File: config.mk
export PLATFORM = sky130hd
export DESIGN_NAME = mul_div_unit
export DESIGN_NICKNAME = d
export VERILOG_FILES = /design/src/rtl/mul_div_unit.sv
export SDC_FILE = /design/constraint.sdc
export NUM_CORES = 1
export LEC_CHECK = 0
export ABC_AREA = 1
export BUFFER_PORTS_ARGS = -buffer_cell sky130_fd_sc_hd__clkbuf_2
export CORE_MARGIN = 3
export CORE_UTILIZATION = 50
export CTS_CLUSTER_SIZE = 14
export DETAILED_ROUTE_END_ITERATION = 10
export GPL_TIMING_DRIVEN = 0
export PLACE_DENSITY = 0.73
export SLEW_MARGIN = 20
export SYNTH_ARGS = -nofsm -noshare
export SYNTH_HDL_FRONTEND = slang
export SYNTH_SLANG_ARGS = --single-unit
File: constraint.sdc
create_clock -name clk -period 12.5 [get_ports clk]
set_input_delay 3.125 -clock clk [delete_from_list [all_inputs] [get_ports clk]]
set_output_delay 3.125 -clock clk [all_outputs]
set_load 0.02 [all_outputs]
File: src/rtl/mul_div_unit.sv
// Iterative multiply/divide unit for MIPS mult/multu/div/divu.
// One shift-add or restoring shift-subtract step per cycle; results land in HI/LO.
`timescale 1ns/1ps

module mul_div_unit #(
    parameter int WIDTH = 32
) (
    input  logic             clk,
    input  logic             reset,
    input  logic [WIDTH-1:0] SrcA,
    input  logic [WIDTH-1:0] SrcB,
    input  logic [1:0]       MDControl,
    input  logic             start,
    output logic             busy,
    output logic             done,
    output logic             div_by_zero,
    output logic [WIDTH-1:0] HI,
    output logic [WIDTH-1:0] LO
);

    localparam int CW = $clog2(WIDTH);

    typedef enum logic [1:0] {IDLE, RUN, FIX, DONE} state_t;

    state_t             state_q;
    logic [WIDTH-1:0]   a_q, b_q;
    logic               is_div_q, neg_a_q, neg_b_q, dbz_q;
    logic [CW-1:0]      cnt_q;
    logic [2*WIDTH-1:0] acc_q, acc_d;
    logic [WIDTH-1:0]   hi_q, lo_q, hi_d, lo_d;
    logic               busy_q, done_q, div_by_zero_q;

    logic               in_neg_a, in_neg_b, in_dbz;
    logic [WIDTH-1:0]   in_mag_a, in_mag_b;
    logic [WIDTH:0]     mul_sum, div_shift;
    logic [WIDTH-1:0]   div_diff;
    logic [2*WIDTH-1:0] prod_fix;

    // Operand conditioning: signed ops iterate on magnitudes, signs are reapplied in FIX.
    always_comb begin
        in_neg_a = ~MDControl[0] & SrcA[WIDTH-1];
        in_neg_b = ~MDControl[0] & SrcB[WIDTH-1];
        in_mag_a = in_neg_a ? -SrcA : SrcA;
        in_mag_b = in_neg_b ? -SrcB : SrcB;
        in_dbz   = MDControl[1] & (SrcB == '0);
    end

    // NOTE: every signal gets a default first so no path leaves it unassigned (no latch).
    always_comb begin
        acc_d     = acc_q;
        mul_sum   = {1'b0, acc_q[2*WIDTH-1:WIDTH]} + {1'b0, a_q};
        div_shift = acc_q[2*WIDTH-1:WIDTH-1];
        div_diff  = div_shift[WIDTH-1:0] - b_q;
        if (is_div_q) begin
            if (div_shift >= {1'b0, b_q})
                acc_d = {div_diff, acc_q[WIDTH-2:0], 1'b1};
            else
                acc_d = {div_shift[WIDTH-1:0], acc_q[WIDTH-2:0], 1'b0};
        end else if (acc_q[0]) begin
            acc_d = {mul_sum, acc_q[WIDTH-1:1]};
        end else begin
            acc_d = {1'b0, acc_q[2*WIDTH-1:1]};
        end
    end

    always_comb begin
        prod_fix = (neg_a_q ^ neg_b_q) ? -acc_q : acc_q;
        hi_d     = prod_fix[2*WIDTH-1:WIDTH];
        lo_d     = prod_fix[WIDTH-1:0];
        if (dbz_q) begin
            hi_d = a_q;
            lo_d = '1;
        end else if (is_div_q) begin
            lo_d = (neg_a_q ^ neg_b_q) ? -acc_q[WIDTH-1:0] : acc_q[WIDTH-1:0];
            hi_d = neg_a_q ? -acc_q[2*WIDTH-1:WIDTH] : acc_q[2*WIDTH-1:WIDTH];
        end
    end

    // NOTE: sequential state uses non-blocking assignments only, so every register
    // samples pre-edge values regardless of statement order.
    // NOTE: all state, including HI/LO and the working operands, is reset; there is
    // no array storage here that would justify leaving registers unreset.
    always_ff @(posedge clk or posedge reset) begin
        if (reset) begin
            state_q       <= IDLE;
            a_q           <= '0;
            b_q           <= '0;
            is_div_q      <= 1'b0;
            neg_a_q       <= 1'b0;
            neg_b_q       <= 1'b0;
            dbz_q         <= 1'b0;
            cnt_q         <= '0;
            acc_q         <= '0;
            hi_q          <= '0;
            lo_q          <= '0;
            busy_q        <= 1'b0;
            done_q        <= 1'b0;
            div_by_zero_q <= 1'b0;
        end else begin
            case (state_q)
                IDLE: begin
                    done_q <= 1'b0;
                    if (start) begin
                        is_div_q      <= MDControl[1];
                        neg_a_q       <= in_neg_a;
                        neg_b_q       <= in_neg_b;
                        dbz_q         <= in_dbz;
                        a_q           <= in_dbz ? SrcA : in_mag_a;
                        b_q           <= in_mag_b;
                        acc_q         <= {{WIDTH{1'b0}}, MDControl[1] ? in_mag_a : in_mag_b};
                        cnt_q         <= '0;
                        busy_q        <= 1'b1;
                        div_by_zero_q <= 1'b0;
                        state_q       <= in_dbz ? FIX : RUN;
                    end
                end
                RUN: begin
                    acc_q <= acc_d;
                    cnt_q <= cnt_q + 1'b1;
                    if (cnt_q == CW'(WIDTH - 1))
                        state_q <= FIX;
                end
                FIX: begin
                    hi_q          <= hi_d;
                    lo_q          <= lo_d;
                    div_by_zero_q <= dbz_q;
                    done_q        <= 1'b1;
                    state_q       <= DONE;
                end
                DONE: begin
                    done_q  <= 1'b0;
                    busy_q  <= 1'b0;
                    state_q <= IDLE;
                end
                default: state_q <= IDLE;
            endcase
        end
    end

    assign busy        = busy_q;
    assign done        = done_q;
    assign div_by_zero = div_by_zero_q;
    assign HI          = hi_q;
    assign LO          = lo_q;

endmodule

; ---- Word-level counts from Yosys, hierarchy flattened
; Index checks and enable logic that the tools add are counted.
[word_totals]
out_inout_bits = 67
wordCells = 73
reg_bits = 206
[op_classes]
n_addsub = 8
n_lt_le_gt_ge = 1
mux = 27
bitwise_logic = 5
reduce_logical = 12
n_eq_ne = 6
[ops]
columns = operator, n
row1 = two-way mux 32 bit, 10
row2 = two-way mux 64 bit, 5
row3 = negator 32 bit, 4
row4 = case mux 64 bit (2 select lines), 1
row5 = negator 64 bit, 1
row6 = adder 32 x 32 -> 33 bit, 1
row7 = greater-or-equal comparator 33 x 32 -> 1 bit, 1
row8 = logical NOT 32 bit, 1
row9 = subtractor 32 bit, 1
row10 = case mux 5 bit (2 select lines), 1
row11 = AND reduction 2 bit, 5
row12 = case mux 2 bit (4 select lines), 1
row13 = nonzero test 2 bit, 4
row14 = two-way mux 2 bit, 3
row15 = case mux 1 bit (2 select lines), 3
row16 = "adder 5 x 1 -> 5 bit, second input constant", 1
row17 = "== test 5 bit, second input constant", 1
row18 = two-way mux 5 bit, 1
row19 = "== test 2 bit, second input constant", 2
row20 = "inequality test 2 bit, second input constant", 2
row21 = AND 1 bit, 3
row22 = "== test 2 x 1 -> 1 bit, second input constant", 1
row23 = logical NOT 2 bit, 1
row24 = two-way mux 1 bit, 2
row25 = other kinds (3), 3

; ---- Depth between registers and ports, before layout
[logic_depth]
ltp_word = 6
ltp_mapped = 18
mapped_depth_nobuf = 18

; ---- Worst setup path after synthesis
; No wires, ideal clock.
[synth_path]
path_kind = input to register
startpoint = input SrcB[0]
endpoint = register a_q[15]
stages = 12
slack_ps = 7886
arrival_ps = 4492
path_cell_list = inv_1 -> ha_1 -> nand4_4 -> nor2_4 -> nand2_2 -> nor2_4 -> nand2_2 -> nor2_4 -> nand3_4 -> buf_6 -> o211ai_2 -> nand2_1
[synth_between]
elab_chain_len = 3
[synth_rtl]
columns = element, line
row1 = "start, declared", 11  ; input logic [WIDTH-1:0] SrcB,
row2 = logical NOT 32 bit, 45  ; in_dbz = MDControl[1] & (SrcB == '0);
row3 = AND 1 bit, 45
row4 = two-way mux 32 bit, 108  ; a_q <= in_dbz ? SrcA : in_mag_a;
row5 = "end signal, assigned", 108
row6 = "end, declared", 26  ; logic [WIDTH-1:0] a_q, b_q;
; No other way between the ends.
; A chain may end at the register's enable or synchronous reset.

; ---- Worst setup path after layout
[layout_path]
startpoint = input SrcB[0]
endpoint = register a_q[3]
; Same word-level chain as after synthesis.

==> results.py <==
metrics = {
    "status": {
        "outcome": "complete, no violations",
    },
    "synth": {
        "synth_top_family_by_area": "simple AND/OR/NAND/NOR gates",
        "synth_edf_count": 0,
        "yosys.area.top_type": "dfrtp_1",
        "synth.area.mux_share": 0.0005701,
        "synth_flop_cell": "dfrtp_1",
        "synth-seq-area-share": 0.2610,
        "synthTopCellsByArea": "dfrtp_1, nand2_1, inv_1",
        "synthAdderAreaFrac": 0.04953,
        "post_synth.cell_area_avg_um2": 5.951,
        "netlist.area_leader.share": 0.2610,
        "async_reset_ff_frac": 1.000,
        "syn-cell-area_um2": 19750,
        "synth.most_common_cell": "nand2_1",
        "synth_nets": 3465,
        "synth_xor_area_frac": 0.02394,
        "yosys-top-cells-count": "nand2_1, inv_1, nor2_1",
        "ys_types": 51,
        "ys_ff_latch": 206,
        "synth_compound_area_frac": 0.1375,
        "yosys_warnings": 0,
        "synthCells": 3319,
        "yosys.area_share.simple": 0.4096,
    },
    "floorplanning": {
        "die_h_um": 204.8,
        "io_pins": 136,
        "initial_utilization": 0.5087,
        "dieArea_um2": 41930,
        "core-area_um2": 38830,
        "rows": 72,
        "die_x_um": 204.8,
    },
    "drt": {
        "drt_iter0_drc": 2939,
        "wl_per_cell_um": 22.53,
        "vias": 23870,
        "vias_per_cell": 5.935,
        "drc": 0,
        "first_pass_iters": 6,
        "drtAntennaViolNets": 0,
        "drt_wl_total_um": 90620,
    },
    "power_and_ir_drop": {
        "cellPowerDensity_nw_per_um2": 302.1,
        "netSwitchingFraction": 0.5857,
        "power_mw": 6.664,
        "switching_power_mw": 3.903,
        "seqPwrFrac": 0.226,
        "combinationalPowerShare": 0.651,
        "p_clk_frac": 0.123,
        "ir_drop_v": 0.0001617,
        "p_leak_nw": 11.57,
        "p_int_mw": 2.761,
    },
    "setup_path": {
        "start_kind": "input pin",
        "cp_num_buf_inv": 3,
        "crit_family": "simple AND/OR/NAND/NOR gates",
        "slowest_delay_ns": 0.40,
        "crit_fanout": 10,
        "critical_path_class": "input pin to flip-flop",
        "required_ns": 13.00,
        "cp.arrival_ns": 5.76,
        "endpoint_kind": "flip-flop",
        "cp_slowest_cell": "o21ai_0",
        "path_cells": "clkbuf_2 > inv_1 > ha_1 > nand3_1 > nor2_2 > nand2_1 > nor2_1 > nand2_2 > buf_2 > o21ai_0 > nand2_1 > o21ai_0",
    },
    "sta": {
        "rsz0062_at_grt": "no",
        "setup_viol": 0,
        "worst_pin_slew_ns": 1.085,
        "hold_violations": 0,
        "post-route-min-period_ns": 5.257,
        "slew_viol_final": 0,
        "slew_headroom": 0.2770,
        "final.setup.tns_ns": 0,
        "fin_worst_skew_ns": 0.04196,
        "fmaxAchievable_ghz": 0.1902,
        "timing.final.crit_share": 0.4206,
    },
    "worst_hold_path": {
        "hold_class": "flip-flop to flip-flop",
    },
    "run": {
        "max_cap_viol_count": 0,
    },
    "global_route": {
        "gr-usage-all-layers": 0.4212,
        "antenna_found_initial": 4,
        "grt_pass1_wl_um": 132900,
        "grt_max_degree": 108,
        "overflow": 0,
        "first_global_vias": 22090,
    },
    "cells_and_area": {
        "final_nets": 3629,
        "ff_latch_area_um2": 5155,
        "fillers": 3944,
        "final_core_util": 0.5681,
        "drive_gt1_frac": 0.08621,
        "multi_input_area_um2": 12270,
        "syn_to_final_growth_pct": 11.66,
    },
    "placed_design": {
        "gp_congestion": 1.077,
        "post-dp-hpwl_um": 74030,
        "io_buffers": 134,
    },
    "clock_network": {
        "cts_tree": "yes",
        "htreeDepth": 1,
        "cts_sinks": 206,
        "clockBufferDepth": 3,
        "clk_pin_slew_ns": 0.06,
        "ctsHoldBuffers": 0,
        "cts_made_buffers": 26,
        "post_cts_buffers": 0,
        "cts_root_buf": "clkbuf_16",
        "clk_latency_ns": 0.58,
        "cts-resized-gates": 0,
    },
}
-- worst min-delay path: stages, from the launching register on --
cell	delay (ns)
dfrtp_1	0.34
o21ai_0	0.07
inv_1	0.05
-- metal layers --
metal | vias up | GRT usage | routed length (um)
li1 | 11000 | - | -
met1 | 11050 | 0.5508 | 35480
met2 | 1497 | 0.6258 | 37440
met3 | 309 | 0.1087 | 11140
met4 | 6 | 0.2507 | 6524
met5 | - | 0 | 37
-- power by group through the flow --
stage	sequential [mW]	combinational [mW]	clock, mW
final	1.51	4.34	0.818
after global routing	1.50	4.76	0.841
after CTS	1.46	4.20	0.816
after detailed placement	1.47	4.18	0
after global placement	1.46	4.12	0
after floorplan	1.31	2.82	0
-- cells by family after synthesis --
kind of cell    Yosys count
compound gates          487
xor+xnor                 54
fa+ha+maj                77
buf+inv                 601
flops                   206
mux                       1
simple gates           1893
-- final timing paths --
kind                                 startpoint                    end  slack, ns  cells after the start
max                                     SrcB[0]     a_q[3]$_DFFE_PP0P_       7.24                     12
min                          LO[17]$_DFFE_PP0P_     LO[17]$_DFFE_PP0P_       0.49                      2
max reg2reg                acc_q[0]$_DFFE_PP0P_     HI[22]$_DFFE_PP0P_       8.98                     14
min reg2reg                  LO[17]$_DFFE_PP0P_     LO[17]$_DFFE_PP0P_       0.49                      2
max in group asynchronous                 reset      LO[3]$_DFFE_PP0P_       8.82                      4
min in group asynchronous                 reset  acc_q[60]$_DFFE_PP0P_       2.69                      3
-- cell type report --
type,instances,area share
Antenna cell,1,0.0001135
Buffer,110,0.02195
Clock buffer,36,0.03347
Clock inverter,12,0.008226
Inverter,491,0.08390
Multi-Input combinational cell,2512,0.5563
Sequential cell,206,0.2337
Tap cell,518,0.02939
Timing Repair Buffer,136,0.03290
-- registers in the layout, indices dropped and copies added (netlist names) --
name         cells
a_q             32
neg_a_q          1
acc_q           64
dbz_q            1
is_div_q         1
LO              32
b_q             32
div_by_zero      1
neg_b_q          1
state_q          2
HI              32
busy             1
cnt_q            5
done             1
-- stage by stage --
stage	instance area [um2]	hold slack [ns]	instances	worst slack, ns
2_1_floorplan	19750	0.4530	3319	3.751
3_3_place_gp	21070	0.4673	3971	1.310
3_5_place_dp	21130	0.4717	3973	6.881
4_1_cts	22050	0.4926	4021	7.465
5_1_grt	22050	0.5069	4021	7.226
6_report	22060	0.4903	4022	7.243
-- cell usage in the layout, fill, tap and decap left out, drive strengths merged, types with 2 or more instances in the layout --
cell type / instances
nor3: 26
nor4: 4
o21ai: 207
nand3b: 17
fa: 2
a22o: 2
a22oi: 10
a21oi: 176
and2: 5
o31ai: 2
buf: 41
bufinv: 4
nor3b: 2
o32ai: 2
clkbuf: 241
a31oi: 40
or2: 5
nand2: 1062
xor2: 48
o21bai: 12
ha: 75
o22ai: 3
clkinv: 7
o211ai: 30
dfrtp: 206
nor2: 365
nand3: 339
nand4: 67
inv: 491
xnor2: 6
Power figures use the tool's default switching activity.
